### src/rtl/sram_ctrl_if.sv
// sram_ctrl_if: CPU-side request/response channel of the SRAM controller.
//   req_*  : load/store request (valid/ready), driven by the CPU datapath
//   rsp_*  : read-data return (valid/ready), consumed by the CPU datapath
// Modports: master = CPU datapath, slave = sram_ctrl.
interface sram_ctrl_if #(
  parameter int ADDR_WIDTH = 12,
  parameter int WORD_WIDTH = 16,
  parameter int LEN_WIDTH  = 4
);
  logic                  req_valid;
  logic                  req_ready;
  logic                  req_we;
  logic [ADDR_WIDTH-1:0] req_addr;
  logic [WORD_WIDTH-1:0] req_wdata;
  logic [LEN_WIDTH-1:0]  req_len;
  logic                  rsp_valid;
  logic                  rsp_ready;
  logic [WORD_WIDTH-1:0] rsp_data;
  logic                  rsp_last;

  modport master (
    output req_valid, req_we, req_addr, req_wdata, req_len, rsp_ready,
    input  req_ready, rsp_valid, rsp_data, rsp_last
  );

  modport slave (
    input  req_valid, req_we, req_addr, req_wdata, req_len, rsp_ready,
    output req_ready, rsp_valid, rsp_data, rsp_last
  );
endinterface

### src/rtl/sram_ctrl.sv
// sram_ctrl: initiator-side controller for a single-port synchronous SRAM
// with a fixed 1-cycle read latency.
//   clk, rst_n : clock and synchronous active-low reset
//   bus        : request/response channel (sram_ctrl_if.slave)
//   busy       : high whenever the FSM is not in IDLE
//   mem_addr, mem_wdata, mem_we : registered SRAM pins
//   mem_rdata  : SRAM read data
// Reads return through a 3-deep FIFO; address issue is credit-limited so that
// words already in the FIFO plus words still in flight never exceed 3.
module sram_ctrl #(
  parameter int ADDR_WIDTH = 12,
  parameter int WORD_WIDTH = 16,
  parameter int LEN_WIDTH  = 4
) (
  input  logic                  clk,
  input  logic                  rst_n,
  sram_ctrl_if.slave            bus,
  output logic                  busy,
  output logic [ADDR_WIDTH-1:0] mem_addr,
  output logic [WORD_WIDTH-1:0] mem_wdata,
  output logic                  mem_we,
  input  logic [WORD_WIDTH-1:0] mem_rdata
);

  typedef enum logic [1:0] {
    IDLE  = 2'd0,
    WRITE = 2'd1,
    READ  = 2'd2,
    DRAIN = 2'd3
  } state_t;

  state_t                state_r;
  logic                  req_ready_r;
  logic                  busy_r;
  logic [ADDR_WIDTH-1:0] mem_addr_r;
  logic [WORD_WIDTH-1:0] mem_wdata_r;
  logic                  mem_we_r;
  logic [LEN_WIDTH-1:0]  remaining_r;
  // s1: address on the SRAM pins; s2: SRAM has latched it, data arrives next edge
  logic                  s1_r, s1_last_r, s2_r, s2_last_r;
  logic [WORD_WIDTH-1:0] fifo_data_r [0:2];
  logic                  fifo_last_r [0:2];
  logic [1:0]            wr_ptr_r, rd_ptr_r, count_r;

  logic                  accept_s, push_s, pop_s, issue_s;
  logic [2:0]            occupancy_s;

  function automatic logic [1:0] next_ptr(input logic [1:0] p);
    if (p == 2'd2) return 2'd0;
    else           return p + 2'd1;
  endfunction

  assign accept_s    = bus.req_valid & req_ready_r;
  assign push_s      = s2_r;
  assign pop_s       = (count_r != 2'd0) & bus.rsp_ready;
  // a pop this cycle frees a slot in time for the word issued now
  assign occupancy_s = {1'b0, count_r} + {2'b00, s1_r} + {2'b00, s2_r} - {2'b00, pop_s};
  assign issue_s     = (state_r == READ) && (occupancy_s < 3'd3);

  assign bus.req_ready = req_ready_r;
  assign bus.rsp_valid = (count_r != 2'd0);
  assign bus.rsp_data  = fifo_data_r[rd_ptr_r];
  assign bus.rsp_last  = fifo_last_r[rd_ptr_r];
  assign busy          = busy_r;
  assign mem_addr      = mem_addr_r;
  assign mem_wdata     = mem_wdata_r;
  assign mem_we        = mem_we_r;

  // Control FSM, SRAM pin registers and in-flight tracker
  always_ff @(posedge clk) begin
    if (!rst_n) begin
      state_r     <= IDLE;
      req_ready_r <= 1'b0;
      busy_r      <= 1'b0;
      mem_addr_r  <= '0;
      mem_wdata_r <= '0;
      mem_we_r    <= 1'b0;
      remaining_r <= '0;
      s1_r        <= 1'b0;
      s1_last_r   <= 1'b0;
      s2_r        <= 1'b0;
      s2_last_r   <= 1'b0;
    end else begin
      s2_r      <= s1_r;
      s2_last_r <= s1_last_r;
      s1_r      <= 1'b0;
      s1_last_r <= 1'b0;
      case (state_r)
        IDLE: begin
          if (accept_s) begin
            mem_addr_r  <= bus.req_addr;
            req_ready_r <= 1'b0;
            busy_r      <= 1'b1;
            if (bus.req_we) begin
              mem_wdata_r <= bus.req_wdata;
              mem_we_r    <= 1'b1;
              state_r     <= WRITE;
            end else begin
              mem_we_r    <= 1'b0;
              remaining_r <= bus.req_len;
              s1_r        <= 1'b1;
              s1_last_r   <= (bus.req_len == '0);
              state_r     <= (bus.req_len == '0) ? DRAIN : READ;
            end
          end else begin
            // also raises req_ready on the first edge after reset
            req_ready_r <= 1'b1;
            busy_r      <= 1'b0;
          end
        end
        WRITE: begin
          mem_we_r    <= 1'b0;
          state_r     <= IDLE;
          req_ready_r <= 1'b1;
          busy_r      <= 1'b0;
        end
        READ: begin
          if (issue_s) begin
            mem_addr_r  <= mem_addr_r + ADDR_WIDTH'(1);
            remaining_r <= remaining_r - LEN_WIDTH'(1);
            s1_r        <= 1'b1;
            s1_last_r   <= (remaining_r == LEN_WIDTH'(1));
            if (remaining_r == LEN_WIDTH'(1)) begin
              state_r <= DRAIN;
            end
          end
        end
        DRAIN: begin
          // s2 covers the push pending at this edge
          if (!s1_r && !s2_r && (count_r == 2'd0)) begin
            state_r     <= IDLE;
            req_ready_r <= 1'b1;
            busy_r      <= 1'b0;
          end
        end
        default: begin
          state_r     <= IDLE;
          req_ready_r <= 1'b0;
          busy_r      <= 1'b0;
          mem_we_r    <= 1'b0;
        end
      endcase
    end
  end

  // Response FIFO: push from tracker stage 2, pop on rsp handshake
  always_ff @(posedge clk) begin
    if (!rst_n) begin
      for (int i = 0; i < 3; i++) begin
        fifo_data_r[i] <= '0;
        fifo_last_r[i] <= 1'b0;
      end
      wr_ptr_r <= 2'd0;
      rd_ptr_r <= 2'd0;
      count_r  <= 2'd0;
    end else begin
      if (push_s) begin
        fifo_data_r[wr_ptr_r] <= mem_rdata;
        fifo_last_r[wr_ptr_r] <= s2_last_r;
        wr_ptr_r              <= next_ptr(wr_ptr_r);
      end
      if (pop_s) begin
        rd_ptr_r <= next_ptr(rd_ptr_r);
      end
      case ({push_s, pop_s})
        2'b10:   count_r <= count_r + 2'd1;
        2'b01:   count_r <= count_r - 2'd1;
        default: count_r <= count_r;
      endcase
    end
  end

  sram_ctrl_chk #(.WORD_WIDTH(WORD_WIDTH)) u_chk (
    .clk       (clk),
    .rst_n     (rst_n),
    .push      (push_s),
    .pop       (pop_s),
    .count     (count_r),
    .rsp_valid (bus.rsp_valid),
    .rsp_ready (bus.rsp_ready),
    .rsp_data  (bus.rsp_data),
    .rsp_last  (bus.rsp_last)
  );

endmodule

// sram_ctrl_chk: protocol checks for sram_ctrl (FIFO overflow, response hold
// under backpressure). Contains only assertions.
module sram_ctrl_chk #(
  parameter int WORD_WIDTH = 16
) (
  input logic                  clk,
  input logic                  rst_n,
  input logic                  push,
  input logic                  pop,
  input logic [1:0]            count,
  input logic                  rsp_valid,
  input logic                  rsp_ready,
  input logic [WORD_WIDTH-1:0] rsp_data,
  input logic                  rsp_last
);
  a_no_overflow: assert property (@(posedge clk) disable iff (!rst_n)
    !(push && !pop && (count == 2'd3)));

  a_rsp_hold: assert property (@(posedge clk) disable iff (!rst_n)
    (rsp_valid && !rsp_ready) |=> (rsp_valid && $stable(rsp_data) && $stable(rsp_last)));
endmodule
### src/flat_wrapper.sv
// flat-port wrapper written by rule: the top's interface ports become plain ports
module sram_ctrl_flat 
#(
  parameter int ADDR_WIDTH = 12,
  parameter int WORD_WIDTH = 16,
  parameter int LEN_WIDTH  = 4
)
  (clk, rst_n, busy, mem_addr, mem_wdata, mem_we, mem_rdata, bus_req_valid, bus_req_we, bus_req_addr, bus_req_wdata, bus_req_len, bus_rsp_ready, bus_req_ready, bus_rsp_valid, bus_rsp_data, bus_rsp_last);
  sram_ctrl_if #(.ADDR_WIDTH(ADDR_WIDTH), .WORD_WIDTH(WORD_WIDTH), .LEN_WIDTH(LEN_WIDTH)) bus_i ();
  input  logic clk;
  input  logic rst_n;
  output logic busy;
  output logic [ADDR_WIDTH-1:0] mem_addr;
  output logic [WORD_WIDTH-1:0] mem_wdata;
  output logic mem_we;
  input  logic [WORD_WIDTH-1:0] mem_rdata;
  input wire logic [$bits(bus_i.req_valid)-1:0] bus_req_valid;
  input wire logic [$bits(bus_i.req_we)-1:0] bus_req_we;
  input wire logic [$bits(bus_i.req_addr)-1:0] bus_req_addr;
  input wire logic [$bits(bus_i.req_wdata)-1:0] bus_req_wdata;
  input wire logic [$bits(bus_i.req_len)-1:0] bus_req_len;
  input wire logic [$bits(bus_i.rsp_ready)-1:0] bus_rsp_ready;
  output wire logic [$bits(bus_i.req_ready)-1:0] bus_req_ready;
  output wire logic [$bits(bus_i.rsp_valid)-1:0] bus_rsp_valid;
  output wire logic [$bits(bus_i.rsp_data)-1:0] bus_rsp_data;
  output wire logic [$bits(bus_i.rsp_last)-1:0] bus_rsp_last;
  assign bus_i.req_valid = bus_req_valid;
  assign bus_i.req_we = bus_req_we;
  assign bus_i.req_addr = bus_req_addr;
  assign bus_i.req_wdata = bus_req_wdata;
  assign bus_i.req_len = bus_req_len;
  assign bus_i.rsp_ready = bus_rsp_ready;
  assign bus_req_ready = bus_i.req_ready;
  assign bus_rsp_valid = bus_i.rsp_valid;
  assign bus_rsp_data = bus_i.rsp_data;
  assign bus_rsp_last = bus_i.rsp_last;
  sram_ctrl #(.ADDR_WIDTH(ADDR_WIDTH), .WORD_WIDTH(WORD_WIDTH), .LEN_WIDTH(LEN_WIDTH)) u_core (.clk(clk), .rst_n(rst_n), .bus(bus_i), .busy(busy), .mem_addr(mem_addr), .mem_wdata(mem_wdata), .mem_we(mem_we), .mem_rdata(mem_rdata));
endmodule
### config.mk
export PLATFORM = sky130hd
export DESIGN_NAME = sram_ctrl_flat
export DESIGN_NICKNAME = d
export VERILOG_FILES = /design/src/rtl/sram_ctrl_if.sv /design/src/rtl/sram_ctrl.sv /design/src/flat_wrapper.sv
export SDC_FILE = /design/constraint.sdc
export NUM_CORES = 1
export LEC_CHECK = 0
export CORE_ASPECT_RATIO = 0.9
export CORE_MARGIN = 5
export CORE_UTILIZATION = 45
export CTS_BUF_LIST = sky130_fd_sc_hd__clkbuf_8
export DETAILED_ROUTE_END_ITERATION = 8
export PLACE_DENSITY = 0.79
export RECOVER_POWER = 100
export SYNTH_ARGS = -nofsm -noshare
export SYNTH_HDL_FRONTEND = slang
export SYNTH_SLANG_ARGS = --single-unit
### constraint.sdc
create_clock -name clk -period 9.5 [get_ports clk]
set_input_delay 1.425 -clock clk [delete_from_list [all_inputs] [get_ports clk]]
set_output_delay 1.425 -clock clk [all_outputs]
set_load 0.01 [all_outputs]
==> flow_summary.yaml <==
status:
  outcome: "finished with violations"
  violations: "capacitance limit, slew limit"
placed_design:
  dp_hpwl_um: 7890
  gp_congestion: 0.809
  io_buffers: 101
  dp_cells: 675
global_route:
  antenna_found_initial: 0
  grt_pass1_vias: 3812
  overflow: 0
  grt_util_all_layers_pct: 17.8
  grt_pass1_wl_um: 19000
  grt_max_degree: 38
layout:
  fin_cells: 707
  final_nets: 598
  area_growth_pct: 28.8
  drive_above_1_share_pct: 8.71
  multi_input_area_um2: 1980
  regArea_um2: 2990
  final_core_util_pct: 58.7
  antenna_cells: 0
  n_fill_cell: 917
timing:
  drv_slew: 60
  tns_ns: 0
  setup_viol: 0
  tightest_slew_ns: 2.11
  final.min_clock_period_ns: 5.23
  hold_viol_final: 0
  fmaxAchievable_mhz: 191
  clock_skew_ns: 0.00918
  hold_slack_ns: 0.451
  finalCritPeriodShare_pct: 55.1
  slew_headroom_pct: -41.2
  rsz0062_at_grt: "no"
drt:
  wire_per_inst_um: 16.7
  drc: 0
  first_pass_iters: 4
  drt-total-wl_um: 11800
  first_iter_violations: 320
  vias: 3751
  ant_nets: 0
  viasPerCell: 5.31
critical_path:
  path_class: "in2reg"
  cp_slowest_cell: "nor3b_1"
  cp_max_fo: 20
  startpoint_type: "input port"
  arrival_ns: 5.29
  crit_path_max_incr_delay_ns: 1.69
  crit_chain: "dlygate4sd3_1, nand2_1, nor3b_1, nand2b_1"
  endpoint_kind: "flop"
  critPathBufInv: 1
  required_ns: 9.55
  critical-path-top-delay-family: "simple AND/OR/NAND/NOR gates"
floorplan:
  initial_core_util_pct: 45.5
  dieArea_um2: 13700
  placementRows: 37
  core_area_um2: 11300
  io_pins: 102
  die_w_um: 123
  die_height_um: 112
pwr:
  swShare_pct: 22.7
  p_leak_nw: 2.40
  pwr-share-clk_pct: 41.3
  p_sw_mw: 0.272
  sequentialPowerShare_pct: 47.6
  p_int_mw: 0.925
  powerDensity_nw_per_um2: 180
  p_comb_share_pct: 11.1
  peakVddDrop_uv: 98.0
yosys:
  synth.top_cells.by_count: "65 x edfxtp_1, 61 x nand2_1, 53 x and2_1"
  synth_edf_count: 65
  synth-seq-area-share_pct: 57.9
  ys_top_cells_by_area: "edfxtp_1 38%, dfxtp_1 20%, mux4_2 7.4%, and2_1 6.4%, nand2_1 4.4%"
  synth.yosys.warnings: 0
  syn_area_per_cell_um2: 11.8
  yosysTopAreaCell: "edfxtp_1"
  ys.flop_type: "edfxtp_1"
  yosysMostFrequentCell: "edfxtp_1"
  synth.top_cell.area_share_pct: 37.8
  synth_area_um2: 5170
  synth_nets: 497
  ys_ff_latch: 117
  post_synth_num_cell_types: 62
  postSynthCellCount: 437
  async_flop_share_pct: 0
cts:
  cts.htree.levels: 4
  cts_sinks: 117
  insertion_delay_ns: 0.43
  hold_buffers: 0
  clk_pin_slew_ns: 0.07
  cts-root-buf: "clkbuf_8"
  cts_resized: 0
  cts_tree: "yes"
  clockBufferDepth: 2
  cts-buffers-inserted: 17
  cts_setup_buffers: 0
job:
  maxCapViolations: 3
worst_hold_path:
  hold_class: "reg2reg"
power by group through the flow:
stage / Sequential [mW] / Clock [mW] / Combinational (mW)
4_1_cts: 0.571 / 0.503 / 0.144
5_1_grt: 0.573 / 0.526 / 0.145
3_3_place_gp: 0.580 / 0 / 0.140
6_report: 0.570 / 0.494 / 0.133
3_5_place_dp: 0.581 / 0 / 0.144
2_1_floorplan: 0.580 / 0 / 0.0726
area by class of cell:
class | instances | share of cell area (%)
Timing Repair Buffer | 103 | 15.4
Clock inverter | 15 | 2.93
Inverter | 8 | 0.451
Multi-Input combinational cell | 291 | 29.8
Tap cell | 156 | 2.93
Sequential cell | 117 | 45.0
Clock buffer | 17 | 3.52
sequential cells by signal (all words and copies together), names as in the netlist, named ones only:
register / cells
u_core.push_s: 1
u_core.count_r: 2
u_core.s1_last_r: 1
u_core.bus.req_ready: 1
u_core.mem_we: 1
u_core.fifo_last_r: 4
u_core.s1_r: 1
u_core.mem_addr: 12
u_core.busy: 1
u_core.mem_wdata: 16
u_core.wr_ptr_r: 2
u_core.state_r: 2
u_core.remaining_r: 4
u_core.fifo_data_r: 64
u_core.rd_ptr_r: 2
u_core.s2_last_r: 1
worst paths after layout:
check,start,end,slack [ns],cells past startpoint
max,rst_n,u_core.fifo_data_r[2][0],4.27,4
min,u_core.s1_last_r,u_core.s2_last_r,0.45,1
max reg2reg,u_core.count_r[1],u_core.mem_addr[11],5.74,9
min reg2reg,u_core.s1_last_r,u_core.s2_last_r,0.45,1
through the flow:
| step | power (mW) | cell area [um^2] | setup WS, ns |
|---|---|---|---|
| floorplan | 0.652 | 5170 | 5.66 |
| global placement | 0.720 | 6290 | 4.68 |
| detailed placement | 0.725 | 6290 | 4.56 |
| CTS | 1.22 | 6720 | 5.05 |
| global route | 1.24 | 6650 | 3.91 |
| finish | 1.20 | 6650 | 4.27 |
per-layer routing:
metal  up-vias  share of wire (%)  global-route usage (%)
met5         -                  0                       0
met2       155                 47                    27.2
met1      1789                 44                    23.8
met3        19                7.9                    5.59
li1       1788                  -                       -
met4         0                1.5                    6.87
cells in the final DEF, fill, tap and decap left out, drive strengths merged, types with 4 or more instances in the layout:
cell	count
nand2	61
clkbuf	18
nor2	19
ha	5
nand3	5
a21oi	34
bufinv	5
mux4	17
edfxtp	65
o21ai	17
inv	11
a211oi	4
dfxtp	52
nand2b	5
or2	4
clkinv	6
a31oi	4
nor3	6
clkdlybuf4s50	35
or3	4
dlygate4sd3	66
nand4	6
and2	53
nor3b	4
cell families after synthesis:
| logic type | share of synthesized area, % |
|---|---|
| multiplexers | 7.60 |
| adder cells (fa/ha/maj) | 1.99 |
| XOR/XNOR | 0.824 |
| AND/OR/NAND/NOR | 19.0 |
| buffers and inverters | 2.47 |
| flip-flops | 57.9 |
| AO/OA/AOI/OAI | 10.2 |
Note: power is estimated with default switching activity, not from simulation.
